--- config.mk ---
export PLATFORM = sky130hd
export DESIGN_NAME = bcd_to_binary
export DESIGN_NICKNAME = d
export VERILOG_FILES = /design/src/rtl/bcd_pkg.sv /design/src/rtl/bcd_to_binary_sub3.sv /design/src/rtl/bcd_to_binary.sv
export SDC_FILE = /design/constraint.sdc
export NUM_CORES = 1
export LEC_CHECK = 0
export ABC_CLOCK_PERIOD_IN_PS = 1400
export CORE_ASPECT_RATIO = 2
export CORE_UTILIZATION = 35
export DETAILED_ROUTE_END_ITERATION = 16
export GPL_ROUTABILITY_DRIVEN = 1
export MAX_ROUTING_LAYER = met4
export PLACE_DENSITY = 0.62
export SETUP_SLACK_MARGIN = 0.15
export SLEW_MARGIN = 10
export SYNTH_ARGS = -nofsm -noshare
export SYNTH_HDL_FRONTEND = slang
export SYNTH_HIERARCHICAL = 1
export SYNTH_SLANG_ARGS = --single-unit
--- constraint.sdc ---
create_clock -name clk -period 1.4 [get_ports clk]
set_clock_uncertainty 0.05 [all_clocks]
set_input_delay 0.14 -clock clk [delete_from_list [all_inputs] [get_ports clk]]
set_output_delay 0.14 -clock clk [all_outputs]
set_load 0.01 [all_outputs]
--- src/rtl/bcd_pkg.sv ---
// Shared types and constants for the BCD to binary converter.
// Holds the FSM state enum, widths and the input range helper.
package bcd_pkg;

  localparam int N_ITER = 8;
  localparam int BIN_W  = 8;
  localparam int DIG_W  = 4;
  localparam int HUN_W  = 2;
  localparam int SR_W   = HUN_W + 2 * DIG_W + BIN_W;

  typedef enum logic [1:0] {
    IDLE,
    SHIFT,
    DONE
  } state_t;

  function automatic logic bcd_invalid(
    input logic [HUN_W-1:0] h,
    input logic [DIG_W-1:0] t,
    input logic [DIG_W-1:0] o
  );
    int v;
    v = int'(h) * 100 + int'(t) * 10 + int'(o);
    return (t > 4'd9) || (o > 4'd9) ||
           (h == 2'd3) || (v > 255);
  endfunction

endpackage

--- src/rtl/bcd_to_binary_sub3.sv ---
// Nibble corrector for reverse double-dabble.
// Undoes the add-3 step: subtract 3 when the nibble is 8 or more.
module sub3 (
  input  logic [3:0] a,
  output logic [3:0] y
);

  assign y = (a >= 4'd8) ? a - 4'd3 : a;

endmodule

--- src/rtl/bcd_to_binary.sv ---
// Three-digit BCD to 8-bit binary, reverse double-dabble, 8 cycles.
// Define BCD_RANGE_CHECK_EN to flag invalid digits or values over 255.
module bcd_to_binary
  import bcd_pkg::*;
(
  input  logic             clk,
  input  logic             rst,
  input  logic             start,
  input  logic [HUN_W-1:0] hundreds,
  input  logic [DIG_W-1:0] tens,
  input  logic [DIG_W-1:0] ones,
  output logic             busy,
  output logic             done,
  output logic [BIN_W-1:0] bin,
  output logic             err
);

  localparam int ONES_LO = BIN_W;
  localparam int TENS_LO = BIN_W + DIG_W;
  localparam int HUN_LO  = BIN_W + 2 * DIG_W;

  state_t          state;
  state_t          state_nx;
  logic [2:0]      cnt;
  logic [SR_W-1:0] sr;
  logic [SR_W-1:0] sr_sh;
  logic [SR_W-1:0] sr_fix;
  logic [3:0]      tens_fx;
  logic [3:0]      ones_fx;
  logic            accept;
  logic            last;

  assign sr_sh = sr >> 1;

  sub3 u_tens (
    .a (sr_sh[TENS_LO +: DIG_W]),
    .y (tens_fx)
  );

  sub3 u_ones (
    .a (sr_sh[ONES_LO +: DIG_W]),
    .y (ones_fx)
  );

  assign sr_fix = {sr_sh[HUN_LO +: HUN_W],
                   tens_fx, ones_fx,
                   sr_sh[BIN_W-1:0]};

  assign accept = start &&
                  (state == IDLE || state == DONE);
  assign last   = (state == SHIFT) &&
                  (cnt == 3'(N_ITER - 1));
  assign busy   = (state == SHIFT);
  assign done   = (state == DONE);

  always_comb begin
    state_nx = state;
    unique case (state)
      IDLE:    if (start) state_nx = SHIFT;
      SHIFT:   if (last) state_nx = DONE;
      DONE:    state_nx = start ? SHIFT : IDLE;
      default: state_nx = IDLE;
    endcase
  end

  always_ff @(posedge clk or posedge rst) begin
    if (rst) begin
      state <= IDLE;
      cnt   <= '0;
      sr    <= '0;
    end else begin
      state <= state_nx;
      if (accept) begin
        sr  <= {hundreds, tens, ones, {BIN_W{1'b0}}};
        cnt <= '0;
      end else if (state == SHIFT) begin
        sr  <= sr_fix;
        cnt <= cnt + 3'd1;
      end
    end
  end

`ifdef BCD_RANGE_CHECK_EN
  logic pend;

  always_ff @(posedge clk or posedge rst) begin
    if (rst) begin
      pend <= 1'b0;
      bin  <= '0;
      err  <= 1'b0;
    end else begin
      if (accept)
        pend <= bcd_invalid(hundreds, tens, ones);
      if (last) begin
        bin <= pend ? {BIN_W{1'b1}} : sr_fix[BIN_W-1:0];
        err <= pend;
      end
    end
  end
`else
  always_ff @(posedge clk or posedge rst) begin
    if (rst)
      bin <= '0;
    else if (last)
      bin <= sr_fix[BIN_W-1:0];
  end

  assign err = 1'b0;
`endif

endmodule

* Word-level counts from Yosys, hierarchy flattened
Cells that the tools add are included.
** Storage, ports and cells
- Bits in registers :: 31
- Input bits :: 13
- Output and inout bits :: 11
- Logic and storage cells :: 30
** Operators by class
- Add/subtract/negate cells :: 3
- Magnitude comparators :: 2
- Eq/ne operators :: 5
- Mux-type cells :: 10
- Reduce and logical (&&, ||, !) cells :: 6
** Operators by type and width (number)
- 18-bit two-way mux :: 2
- 4-bit greater-or-equal comparator (second input constant) :: 2
- 4-bit two-way mux :: 2
- 4-bit by 2-bit subtractor with 4-bit output (second input constant) :: 2
- 3-bit two-way mux :: 2
- 2-bit one-hot mux with 3 select lines :: 1
- 2-bit two-way mux :: 2
- 3-bit by 1-bit adder with 3-bit output (second input constant) :: 1
- 3-bit equality test (second input constant) :: 1
- 2-bit by 1-bit equality test with 1-bit output (second input constant) :: 1
- 2-bit equality test (second input constant) :: 1
- 1-bit logical AND :: 2
- 2-bit logical NOT :: 1
- 2-bit by 1-bit != test with 1-bit output (second input constant) :: 1
- 2-bit != test (second input constant) :: 1
- 2-bit AND reduction :: 1
- 2-bit nonzero test :: 1
- 1-bit logical OR :: 1
- 1-bit two-way mux :: 1

* Logic depth before layout (Yosys ltp)
- Word-level depth :: 4
- Mapped depth :: 7

* By module
Netlist, hierarchy kept.
** Modules (own cells, without submodules)
- bcd_to_binary :: instances 1, cells each 103, area an instance 1337.5 µm², seq. area each 750.7 µm²
- sub3 :: instances 2, cells each 11, area an instance 76.3 µm², seq. area each 0.0 µm²

* Worst setup path before layout
Ideal clock, no wire load.
- Path type :: register -> register
- From :: reg cnt[0]
- To :: reg bin[0]
- Setup time :: 0.125 ns
- Arrival time :: 1.217 ns
- Path slack :: 0.008 ns
- Cell stages (with the launch flop) :: 5
- Buffers on the path :: 0
- Clock period less this slack :: 1.392 ns
- Cells stage by stage :: dfrtp_1 -> ha_1 -> ha_1 -> nand2_8 -> mux2_4
** Between the ends
- Longest elaborated chain between the ends :: 2
** RTL lines
- from (decl) :: RTL line bcd_to_binary.sv:24 : logic [2:0] cnt;
- from (signal assigned) :: RTL line bcd_to_binary.sv:78 : cnt <= cnt + 3'd1;
- 3-bit equality test :: RTL line bcd_to_binary.sv:52 : (cnt == 3'(N_ITER - 1));
- 1-bit logical AND :: RTL line bcd_to_binary.sv:51 : assign last = (state == SHIFT) &&
- to (signal assigned) :: RTL line bcd_to_binary.sv:105 : bin <= sr_fix[BIN_W-1:0];
- to (decl) :: RTL line bcd_to_binary.sv:14 : output logic [BIN_W-1:0] bin,
No other way between the ends.
A chain may end at the register's enable or synchronous reset.

* Worst setup path in the final report
- From :: reg cnt[1]
- To :: reg bin[1]
The elaborated chain is that of the path after synthesis.

==> impl_metrics.py <==
metrics = {
    "logic_synthesis": {
        "synthMuxAreaShare": 0.116,
        "synth_top_family_by_area": "compound AO/OA/AOI/OAI gates",
        "yosysSeqAreaShare": 0.504,
        "synth-xor-area-share": 0.0235,
        "synth-compound-area-share": 0.129,
        "synthDistinctLibCells": 28,
        "yosys_warnings": 6,
        "synth_nets": 144,
        "avgSynthCellArea_um2": 11.9,
        "synthAdderAreaFrac": 0.0504,
        "synth-simple-area-share": 0.118,
        "synth_seq_cells": 30,
        "synth_area_um2": 1490,
        "netlist_instances": 125,
    },
    "place": {
        "gp_congestion": 0.766,
        "pre_cts_slack_ns": -0.0643,
        "dpl.hpwl_um": 2080,
        "dpl.cell_count": 202,
        "place_area_um2": 1840,
        "io_buffers": 22,
    },
    "sta": {
        "finalCriticalPeriod_ns": 1.34,
        "finalHoldWorstSlack_ns": 0.207,
        "setup_ws_ns": 0.0590,
        "fmaxAchievable_ghz": 0.746,
        "final_max_slew_viol_count": 0,
        "rsz0062_at_grt": "yes",
        "hold_viol": 0,
        "finalSetupViolCount": 0,
        "finalCritPeriodShare": 0.958,
    },
    "clock_network": {
        "cts_buffers": 5,
        "cts_buffer_depth": 2,
        "cts.sinks": 30,
        "cts_root_buf": "clkbuf_8",
        "cts-hold-fix-buffers": 0,
        "cts_tree": "yes",
        "worstSkewPairLatency_ns": 0.28,
        "htree_levels": 2,
        "clk_pin_slew_ns": 0.07,
    },
    "setup_path": {
        "worstSetupPathType": "register to register",
        "endpoint_kind": "register",
        "required_ns": 1.52,
        "start_kind": "register",
        "critical_path_arrival_ns": 1.46,
        "cp_max_fo": 4,
    },
    "detailed_routing": {
        "drc": 0,
        "vias_per_cell": 4.84,
        "firstDrtPassIters": 4,
        "drtIter0Drc": 5,
        "vias": 1094,
        "wire_per_inst_um": 14.2,
        "antenna_left": 0,
        "routed_wl_um": 3200,
    },
    "status": {
        "status": "finished, final reports clean",
    },
    "cells_and_area": {
        "fin_nets": 192,
        "mostFrequentLayoutCells": "28 x dfrtp_1, 17 x buf_4, 12 x clkdlybuf4s50_1",
        "antenna-diode-count": 0,
        "fin_cells": 226,
        "final_common_cell": "dfrtp_1",
        "drive_above_1_share": 0.408,
        "finalInstanceArea_um2": 2150,
        "area_growth_pct": 44.2,
        "n_fill_cell": 360,
    },
    "global_routing": {
        "grt_max_degree": 31,
        "grt.overflow.total": 0,
        "grt_use_met2": 0.270,
        "grt.busiest_layer": "met2",
        "grt.total_usage": 0.168,
        "grt_pass1_vias": 1158,
        "antenna_found_initial": 0,
        "grt_pass1_wl_um": 5240,
        "gr-usage-met3": 0.0385,
        "grtUsageMet1": 0.187,
    },
    "floorplan": {
        "initial_utilization": 0.365,
        "io-pin-count": 24,
        "coreArea_um2": 4090,
        "die-area_um2": 4540,
        "fp-row-count": 33,
        "die_w_um": 48.1,
        "die_h_um": 94.3,
    },
    "hold_path": {
        "hp-class": "input port to asynchronous set/reset pin",
    },
    "pwr": {
        "total_power_mw": 4.94,
        "ir_drop_mv": 1.08,
        "power_density_nw_per_um2": 2300,
        "p_leak_nw": 0.999,
    },
    "flow_run": {
        "maxCapViolations": 0,
    },
}
-- where the power goes --
group / switching, mW / internal, mW / leakage [nW] / total (mW)
registers: 0.368 / 1.27 / 0.373 / 1.63
logic: 1.10 / 1.49 / 0.579 / 2.59
clock network: 0.327 / 0.394 / 0.0472 / 0.721
-- metrics by stage --
stage,utilization,TNS [ns]
final,0.526,0
after global routing,0.526,0
after CTS,0.511,0
after detailed placement,0.450,-0.432
after global placement,0.450,-0.215
after floorplan,-,0
-- metal layers --
| metal | vias up | share of wire |
|---|---|---|
| met2 | 17 | 0.56 |
| met1 | 535 | 0.39 |
| li1 | 534 | - |
| met5 | - | 0 |
| met4 | 0 | 0.023 |
| met3 | 8 | 0.024 |
-- synth_stat cells --
cell / n / share of area
dfrtp_1: 30 / 0.50
a22o_1: 10 / 0.059
mux2_4: 8 / 0.081
nor2_1: 7 / 0.018
nor2b_1: 7 / 0.029
ha_1: 6 / 0.050
inv_1: 6 / 0.015
nor3_1: 6 / 0.020
o22ai_1: 6 / 0.025
a21oi_1: 5 / 0.017
o21ai_0: 4 / 0.013
a211oi_1: 3 / 0.015
mux2i_1: 3 / 0.020
nand2b_1: 3 / 0.013
buf_4: 2 / 0.010
buf_6: 2 / 0.015
clkbuf_1: 2 / 0.0050
mux2_2: 2 / 0.015
nand2_1: 2 / 0.0050
xnor2_1: 2 / 0.012
xor2_1: 2 / 0.012
buf_2: 1 / 0.0034
conb_1: 1 / 0.0025
inv_8: 1 / 0.0076
nand2_8: 1 / 0.013
nand2b_4: 1 / 0.0092
nand3_1: 1 / 0.0034
nor2_4: 1 / 0.0076
-- final cells by class --
type / count / area (um2) / area share
Multi-Input combinational cell: 82 / 766 / 0.356
Sequential cell: 30 / 753 / 0.351
Timing Repair Buffer: 47 / 435 / 0.203
Clock inverter: 2 / 12.5 / 0.00582
Tap cell: 52 / 65.1 / 0.0303
Inverter: 7 / 33.8 / 0.0157
Clock buffer: 6 / 82.6 / 0.0384
-- sequential cells by signal, summed over array words and instances, names as in the netlist --
signal,count
sr,17
bin,8
cnt,3
state,2
-- worst paths after layout --
check | start | end | slack [ns] | cells past startpoint
max in group asynchronous | rst | state[0]$_DFFE_PP0P_ | 0.80 | 3
min | rst | sr[12]$_DFFE_PP0P_ | 0.21 | 3
min in group clk | tens[3] | sr[15]$_DFFE_PP0P_ | 0.41 | 3
max | cnt[1]$_DFFE_PP0P_ | bin[1]$_DFFE_PP0P_ | 0.06 | 4
max reg2reg | cnt[1]$_DFFE_PP0P_ | bin[1]$_DFFE_PP0P_ | 0.06 | 4
min reg2reg | sr[17]$_DFFE_PP0P_ | sr[17]$_DFFE_PP0P_ | 0.45 | 1
-- worst max-delay path, cell delays in order (launching register included) --
cell	delay, ns
dfrtp_1	0.38
ha_2	0.20
ha_4	0.19
nand2_4	0.11
mux2_4	0.30
-- kinds of logic after synthesis --
kind of cell    after synthesis
xor+xnor                      4
simple gates                 29
compound gates               28
other cells                   1
fa+ha+maj                     6
buf+inv                      14
mux                          13
flops                        30
-- repair_timing --
| action | 4_1_cts | 5_1_grt |
|---|---|---|
| setup buffers | 13 | 2 |
| gates resized for setup | 25 | 15 |
| pin swaps | 7 | 15 |
| setup endpoints to repair | 37 | 26 |
| cloned | 1 | 0 |
Note: power is estimated with default switching activity, not from simulation.
